`config.mk`:
```
export PLATFORM = sky130hd
export DESIGN_NAME = input_frame_parser
export DESIGN_NICKNAME = d
export VERILOG_FILES = /design/src/rtl/input_frame_parser.sv
export SDC_FILE = /design/constraint.sdc
export NUM_CORES = 1
export LEC_CHECK = 0
export ABC_AREA = 1
export BUFFER_PORTS_ARGS = -buffer_cell sky130_fd_sc_hd__buf_2
export CORE_MARGIN = 5
export CORE_UTILIZATION = 47
export CTS_BUF_LIST = sky130_fd_sc_hd__clkbuf_2
export CTS_CLUSTER_SIZE = 40
export DETAILED_ROUTE_END_ITERATION = 10
export PLACE_DENSITY = 0.78
export SLEW_MARGIN = 20
export SYNTH_ARGS = -nofsm -noshare
export SYNTH_HDL_FRONTEND = slang
export SYNTH_SLANG_ARGS = --single-unit
```
`constraint.sdc`:
```
create_clock -name clk -period 1.1 [get_ports clk]
set_input_delay 0.22 -clock clk [delete_from_list [all_inputs] [get_ports clk]]
set_output_delay 0.22 -clock clk [all_outputs]
set_load 0.02 [all_outputs]
```
`src/rtl/input_frame_parser.sv`:
```
// Per-port frame parser: pops header + payload words from an FWFT FIFO and forwards tagged payload.
// Defining PARSER_STATS_EN adds the stat_frames / stat_drops counter ports.
module input_frame_parser #(
    parameter int DATA_WIDTH = 32,
    parameter int PORT_W     = 4,
    parameter int LEN_W      = 8,
    parameter int NUM_PORTS  = 16
) (
    input  logic                  clk,
    input  logic                  rst,
    input  logic [DATA_WIDTH-1:0] fifo_dout,
    input  logic                  fifo_empty,
    output logic                  fifo_rd_en,
    output logic [DATA_WIDTH-1:0] out_data,
    output logic [PORT_W-1:0]     out_dest,
    output logic                  out_sop,
    output logic                  out_eop,
    output logic                  out_valid,
    input  logic                  out_ready,
    output logic                  err_pulse
`ifdef PARSER_STATS_EN
    ,
    output logic [15:0]           stat_frames,
    output logic [15:0]           stat_drops
`endif
);

    typedef enum logic [1:0] {ST_HDR, ST_PAY, ST_DROP} state_t;

    localparam logic [PORT_W:0]  NUM_PORTS_W = (PORT_W + 1)'(NUM_PORTS);
    localparam logic [LEN_W-1:0] LEN_ONE     = LEN_W'(1);

    state_t                state_q, state_d;
    logic [LEN_W-1:0]      rem_q, rem_d;
    logic                  first_q, first_d;
    logic [PORT_W-1:0]     dest_q, dest_d;
    logic [DATA_WIDTH-1:0] data_q, data_d;
    logic [PORT_W-1:0]     odest_q, odest_d;
    logic                  sop_q, sop_d;
    logic                  eop_q, eop_d;
    logic                  valid_q, valid_d;
    logic                  err_q, err_d;

    logic [PORT_W-1:0]     hdr_dest;
    logic [LEN_W-1:0]      hdr_len;
    logic                  accept;

    assign hdr_dest = fifo_dout[PORT_W-1:0];
    assign hdr_len  = fifo_dout[PORT_W+LEN_W-1:PORT_W];
    assign accept   = valid_q && out_ready;

    // Headers and dropped words never touch the output register, so they may pop during a stall.
    assign fifo_rd_en = !fifo_empty && (state_q != ST_PAY || !valid_q || out_ready);

    always_comb begin
        // NOTE: every _d gets a default first so no path leaves a signal unassigned (no latches).
        state_d = state_q;
        rem_d   = rem_q;
        first_d = first_q;
        dest_d  = dest_q;
        data_d  = data_q;
        odest_d = odest_q;
        sop_d   = sop_q;
        eop_d   = eop_q;
        valid_d = accept ? 1'b0 : valid_q;
        err_d   = 1'b0;

        case (state_q)
            ST_HDR: begin
                if (fifo_rd_en) begin
                    if (hdr_len == '0) begin
                        err_d = 1'b1;
                    end else if ({1'b0, hdr_dest} >= NUM_PORTS_W) begin
                        state_d = ST_DROP;
                        rem_d   = hdr_len;
                        err_d   = 1'b1;
                    end else begin
                        state_d = ST_PAY;
                        rem_d   = hdr_len;
                        first_d = 1'b1;
                        dest_d  = hdr_dest;
                    end
                end
            end
            ST_PAY: begin
                if (fifo_rd_en) begin
                    valid_d = 1'b1;
                    data_d  = fifo_dout;
                    odest_d = dest_q;
                    sop_d   = first_q;
                    eop_d   = (rem_q == LEN_ONE);
                    rem_d   = rem_q - LEN_ONE;
                    first_d = 1'b0;
                    if (rem_q == LEN_ONE) state_d = ST_HDR;
                end
            end
            ST_DROP: begin
                if (fifo_rd_en) begin
                    rem_d = rem_q - LEN_ONE;
                    if (rem_q == LEN_ONE) state_d = ST_HDR;
                end
            end
            default: state_d = ST_HDR;
        endcase
    end

    always_ff @(posedge clk) begin
        // NOTE: state updates use non-blocking assignments so every register samples pre-edge values.
        if (rst) begin
            state_q <= ST_HDR;
            rem_q   <= '0;
            first_q <= 1'b0;
            dest_q  <= '0;
            data_q  <= '0;
            odest_q <= '0;
            sop_q   <= 1'b0;
            eop_q   <= 1'b0;
            valid_q <= 1'b0;
            err_q   <= 1'b0;
        end else begin
            state_q <= state_d;
            rem_q   <= rem_d;
            first_q <= first_d;
            dest_q  <= dest_d;
            data_q  <= data_d;
            odest_q <= odest_d;
            sop_q   <= sop_d;
            eop_q   <= eop_d;
            valid_q <= valid_d;
            err_q   <= err_d;
        end
    end

    assign out_data  = data_q;
    assign out_dest  = odest_q;
    assign out_sop   = sop_q;
    assign out_eop   = eop_q;
    assign out_valid = valid_q;
    assign err_pulse = err_q;

`ifdef PARSER_STATS_EN
    logic [15:0] frames_q;
    logic [15:0] drops_q;

    // A good frame is counted only once its last word has been accepted downstream.
    always_ff @(posedge clk) begin
        if (rst) begin
            frames_q <= '0;
            drops_q  <= '0;
        end else begin
            if (accept && eop_q && frames_q != 16'hFFFF) frames_q <= frames_q + 16'd1;
            if (err_q && drops_q != 16'hFFFF)            drops_q  <= drops_q + 16'd1;
        end
    end

    assign stat_frames = frames_q;
    assign stat_drops  = drops_q;
`else
    // Statistics counters are not built in this configuration.
`endif

endmodule

```
# == Word level (Yosys, flattened, before mapping) ==
# Index checks and enable logic that the tools add are counted.
# totals
memories,0
latch_bits,0
output_inout_bits,41
reg_bits,55
ramBits,0
rom_bits,0
# op_classes
div,0
shift,0
n_addsub,1
n_mux,17
n_lt_le_gt_ge,0
bitwise_logic,3
n_eq_ne,9
n_reduce_logical,17
n_mul,0
# op_table
operator,n
8-bit two-way mux,3
8-bit one-hot mux with 2 select lines,1
4-bit AND reduction,3
8-bit by 1-bit equality test with 1-bit output (second input constant),1
8-bit logical NOT,1
2-bit two-way mux,4
8-bit by 1-bit subtractor with 8-bit output (second input constant),1
1-bit two-way mux,7
2-bit by 1-bit != test with 1-bit output (second input constant),3
2-bit != test (second input constant),3
2-bit one-hot mux with 2 select lines,1
2-bit nonzero test,2
1-bit NOT,3
3-bit AND reduction,1
3-bit OR reduction,1
2-bit by 1-bit equality test with 1-bit output (second input constant),1
2-bit equality test (second input constant),1
1-bit logical AND,2
1-bit logical NOT,2
2-bit logical NOT,1
1-bit logical OR,2
1-bit one-hot mux with 2 select lines,1
2-bit AND reduction,1
2-bit OR reduction,1

# == Depth between registers and ports, before layout ==
# logic_depth
ltp_word,6
mapped_depth,10

# == Least setup slack after synthesis ==
# No wires, ideal clock.
# synth_path
path_type,reg2reg
start,"register valid_q, in the netlist out_valid"
end,register rem_q[4]
synth_period_minus_slack_ns,1.337
t_arrival_ns,1.221
path_stages_with_launch,10
t_required_ns,0.984
slack_ns,-0.237
path_cell_list,dfxtp_1 -> inv_1 -> nor2_2 -> nand2_1 -> nand2_4 -> inv_1 -> nand2_2 -> nand2_1 -> nand2_1 -> nor2_1
# synth_between
elab_chain_len,6
elab_cells_between_ends,7
classes_between,eq/ne (2); reduce/logical (5)
# synth_rtl
item,line_no,rtl
"start, declared",41,"logic valid_q, valid_d;"
"start signal, assigned",129,valid_q <= valid_d;
1-bit logical NOT *,53,assign fifo_rd_en = !fifo_empty && (state_q != ST_PAY || !valid_q || out_ready);
1-bit logical OR * (2 in a row),53,
1-bit logical AND *,53,
via fifo_rd_en,13,"output logic fifo_rd_en,"
2-bit != test (no line) / 2-bit by 1-bit != test with 1-bit output (equally long branches),--,
4-bit AND reduction (no line) *,--,
"end signal, assigned",122,rem_q <= rem_d;
"end, declared",34,"logic [LEN_W-1:0] rem_q, rem_d;"
# The timed path passes the listed nets; every way through them passes the cells marked *.
# A chain may end at the register's enable or synchronous reset.

# == Worst setup path after layout ==
# layout_path
start,"register valid_q, in the netlist out_valid"
end,"register data_q[2], in the netlist out_data[2]"
# layout_between
elab_chain_len,5
# layout_rtl
item,line_no,rtl
1-bit logical NOT,53,
1-bit logical OR (2 in a row),53,
1-bit logical AND,53,
2-bit AND reduction (no line),--,
"end signal, assigned",125,data_q <= data_d;
"end, declared",37,"logic [DATA_WIDTH-1:0] data_q, data_d;"
# Every way passes these cells.

==> results_dict.tcl <==
set metrics [dict create \
    detail_route.iter0.violations 445 \
    antenna_found_initial 0 \
    worst_slack_ns -0.6700 \
    clock.fmax_mhz 565.0 \
    nets 507 \
    ir_worst_vdd_mv 1.113 \
    routed_wl_um 11120 \
    critPathMaxFanout 6 \
    clock-sinks 54 \
    gr-total-overflow 0 \
    die_x_um 80.35 \
    synth_top_area_share_pct 46.48 \
    synth_edf_count 0 \
    num_vias 3100 \
    ant_nets 0 \
    hold_class "input port to register" \
    arrival_ns 2.17 \
    drive_above_1_share_pct 59.57 \
    slew_headroom_pct 68.16 \
    first_pass_iters 6 \
    finalClockSkew_ns 0.07367 \
    start_util_pct 48.92 \
    worstSetupStartpointType "register" \
    final-hold-violation-count 1 \
    synth_compound_area_share_pct 12.91 \
    synth.cell_area_um2 2326 \
    grt_pass1_vias 2784 \
    cts_tree "built" \
    whs_ns -0.04864 \
    drc 0 \
    postSynthCellCount 313 \
    cts_buffer_depth 2 \
    nFillCells 167 \
    cts.clk_slew.worst_paths_ns 0.39 \
    die_area_um2 6456 \
    grt.total_usage_pct 26.91 \
    power_leakage_nw 1.958 \
    end_kind "register" \
    areaGrowthSynthToFinish_pct 85.96 \
    synth_top_family_by_area "simple AND/OR/NAND/NOR gates" \
    synth-async-reset-ratio_pct 0 \
    multiInputGateArea_um2 1355 \
    grt_pass1_wl_um 13390 \
    grt_max_degree 27 \
    period_share_pct 160.9 \
    p_total_mw 5.000 \
    violations "hold timing, setup timing" \
    r2r_slack_ns -0.67 \
    yosysMostFrequentCell "nor2_1" \
    synth_largest_area_cell "dfxtp_1" \
    synth_area_leaders "dfxtp_1, nor2_1, o21ai_0" \
    final_core_util_pct 90.97 \
    ys_warn_count 0 \
    die_h_um 80.35 \
    maxCapViolCount 0 \
    gp_congestion 0.8965 \
    worstSetupPathType "register to register" \
    seq_area_um2 1140 \
    io_buffers 76 \
    synthDistinctLibCells 24 \
    ys_ff_latch 54 \
    worst_slew_pin_slew_ns 0.4770 \
    setup_viol 95 \
    cts_htree_levels 2 \
    synth_flop_cell "dfxtp_1" \
    rsz0062_at_grt "yes" \
    ys_seq_area_share_pct 46.48 \
    yosys.area_share.simple_pct 30.72 \
    synth_fa_ha_area_share_pct 1.076 \
    wl_per_cell_um 20.70 \
    hpwl_um 4288 \
    io_pins 77 \
    cp.required_ns 1.50 \
    n_antenna_cell 0 \
    status "finished with violations" \
    ys_top_cells_by_count "nor2_1, dfxtp_1, nand2_1" \
    root_buffer "clkbuf_2" \
    cts.hold.buffers_added 24 \
    rows 25 \
    syn_nets 351 \
    drt-vias-per-instance 5.773 \
    synthXorXnorAreaFrac_pct 0 \
    drv_slew 0 \
    power.density_nw_per_um2 1156 \
    avgSynthCellArea_um2 7.431 \
    coreArea_um2 4755 \
    muxShareOfSynthArea_pct 0 \
    clk_latency_ns 0.53 \
    period_needed_ns 1.770 \
    numCtsBuffers 5 \
]
[registers in the layout, indices dropped and copies added (netlist names)]
| signal | count |
|---|---|
| out_data | 32 |
| rem_q | 8 |
| dest_q | 4 |
| out_dest | 4 |
| err_pulse | 1 |
| first_q | 1 |
| out_eop | 1 |
| out_sop | 1 |
| out_valid | 1 |
| state_q | 1 |
[cells in the final DEF, fill, tap and decap left out, drive strengths merged]
master         n
nand3         11
clkbuf         7
dlygate4sd3   24
clkinvlp       2
dfxtp         54
a21oi          8
nand2         44
buf          138
nor2         108
bufinv         1
ha             2
o22ai          1
inv           19
nor3           1
o21ai         50
[critical path, cell delays in order (launching register included)]
cell and delay [ns]:
dfxtp_4 0.44, inv_4 0.05, nor2_4 0.03, nand2_2 0.07
nand2_4 0.06, buf_4 0.13, buf_6 0.12, nor2_8 0.14
buf_12 0.14, inv_12 0.05, buf_6 0.13, nor2_2 0.16
nor2_1 0.10
[final timing paths]
check,start,end,depth (start not counted)
worst max-delay path,out_valid$_SDFF_PP0_,out_data[2]$_SDFFE_PP0P_,12
worst min-delay path,out_ready,out_valid$_SDFF_PP0_,4
worst max register to register,out_valid$_SDFF_PP0_,out_data[2]$_SDFFE_PP0P_,12
worst min register to register,dest_q[2]$_SDFFE_PP0P_,out_dest[2]$_SDFFE_PP0P_,2
[power by group]
part	leakage, nW	switching, mW	internal, mW	total [mW]
clock	0.0411	0.766	0.400	1.17
combinational	1.46	0.848	0.743	1.59
sequential	0.462	0.125	2.12	2.24
[cell type report]
cell class | instances | share of cell area [%]
Timing Repair Buffer | 164 | 36.36
Multi-Input combinational cell | 225 | 31.33
Sequential cell | 54 | 26.35
Inverter | 19 | 2.314
Tap cell | 67 | 1.938
Clock inverter | 3 | 1.128
Clock buffer | 5 | 0.5785
[per-stage QoR]
| step | instance area, µm² | setup WS [ns] | TNS (ns) | hold WS (ns) | instances |
|---|---|---|---|---|---|
| 2_1_floorplan | 2347 | -0.1773 | -6.210 | 0.3482 | 313 |
| 3_3_place_gp | 2954 | -0.1573 | -5.941 | 0.4402 | 472 |
| 3_5_place_dp | 2954 | -0.1780 | -6.952 | 0.4516 | 472 |
| 4_1_cts | 3816 | -0.5096 | -21.76 | 0.01939 | 517 |
| 5_1_grt | 4325 | -0.7046 | -35.83 | -0.06608 | 537 |
| 6_report | 4325 | -0.6700 | -32.19 | -0.04864 | 537 |
[layer usage]
layer	part of all wire (%)	vias to the layer above	global-route usage, %
met2	50	251	50.33
met5	0	-	0
met4	7.3	0	11.15
li1	-	1308	-
met1	34	1454	28.91
met3	8.6	87	5.717
[cells by family (layout without fill, tap and decap cells)]
family / after synthesis / count (layout)
buf+inv: 34 / 191
flops: 54 / 54
simple gates: 164 / 164
compound gates: 59 / 59
fa+ha+maj: 2 / 2
[timing repair]
action	4_1_cts	5_1_grt
hold endpoints to repair	26	1
gates resized for setup	161	94
setup buffers	11	21
cloned	2	2
pin swaps	4	18
endpoints found under the setup margin	95	95
Power figures use the tool's default switching activity.
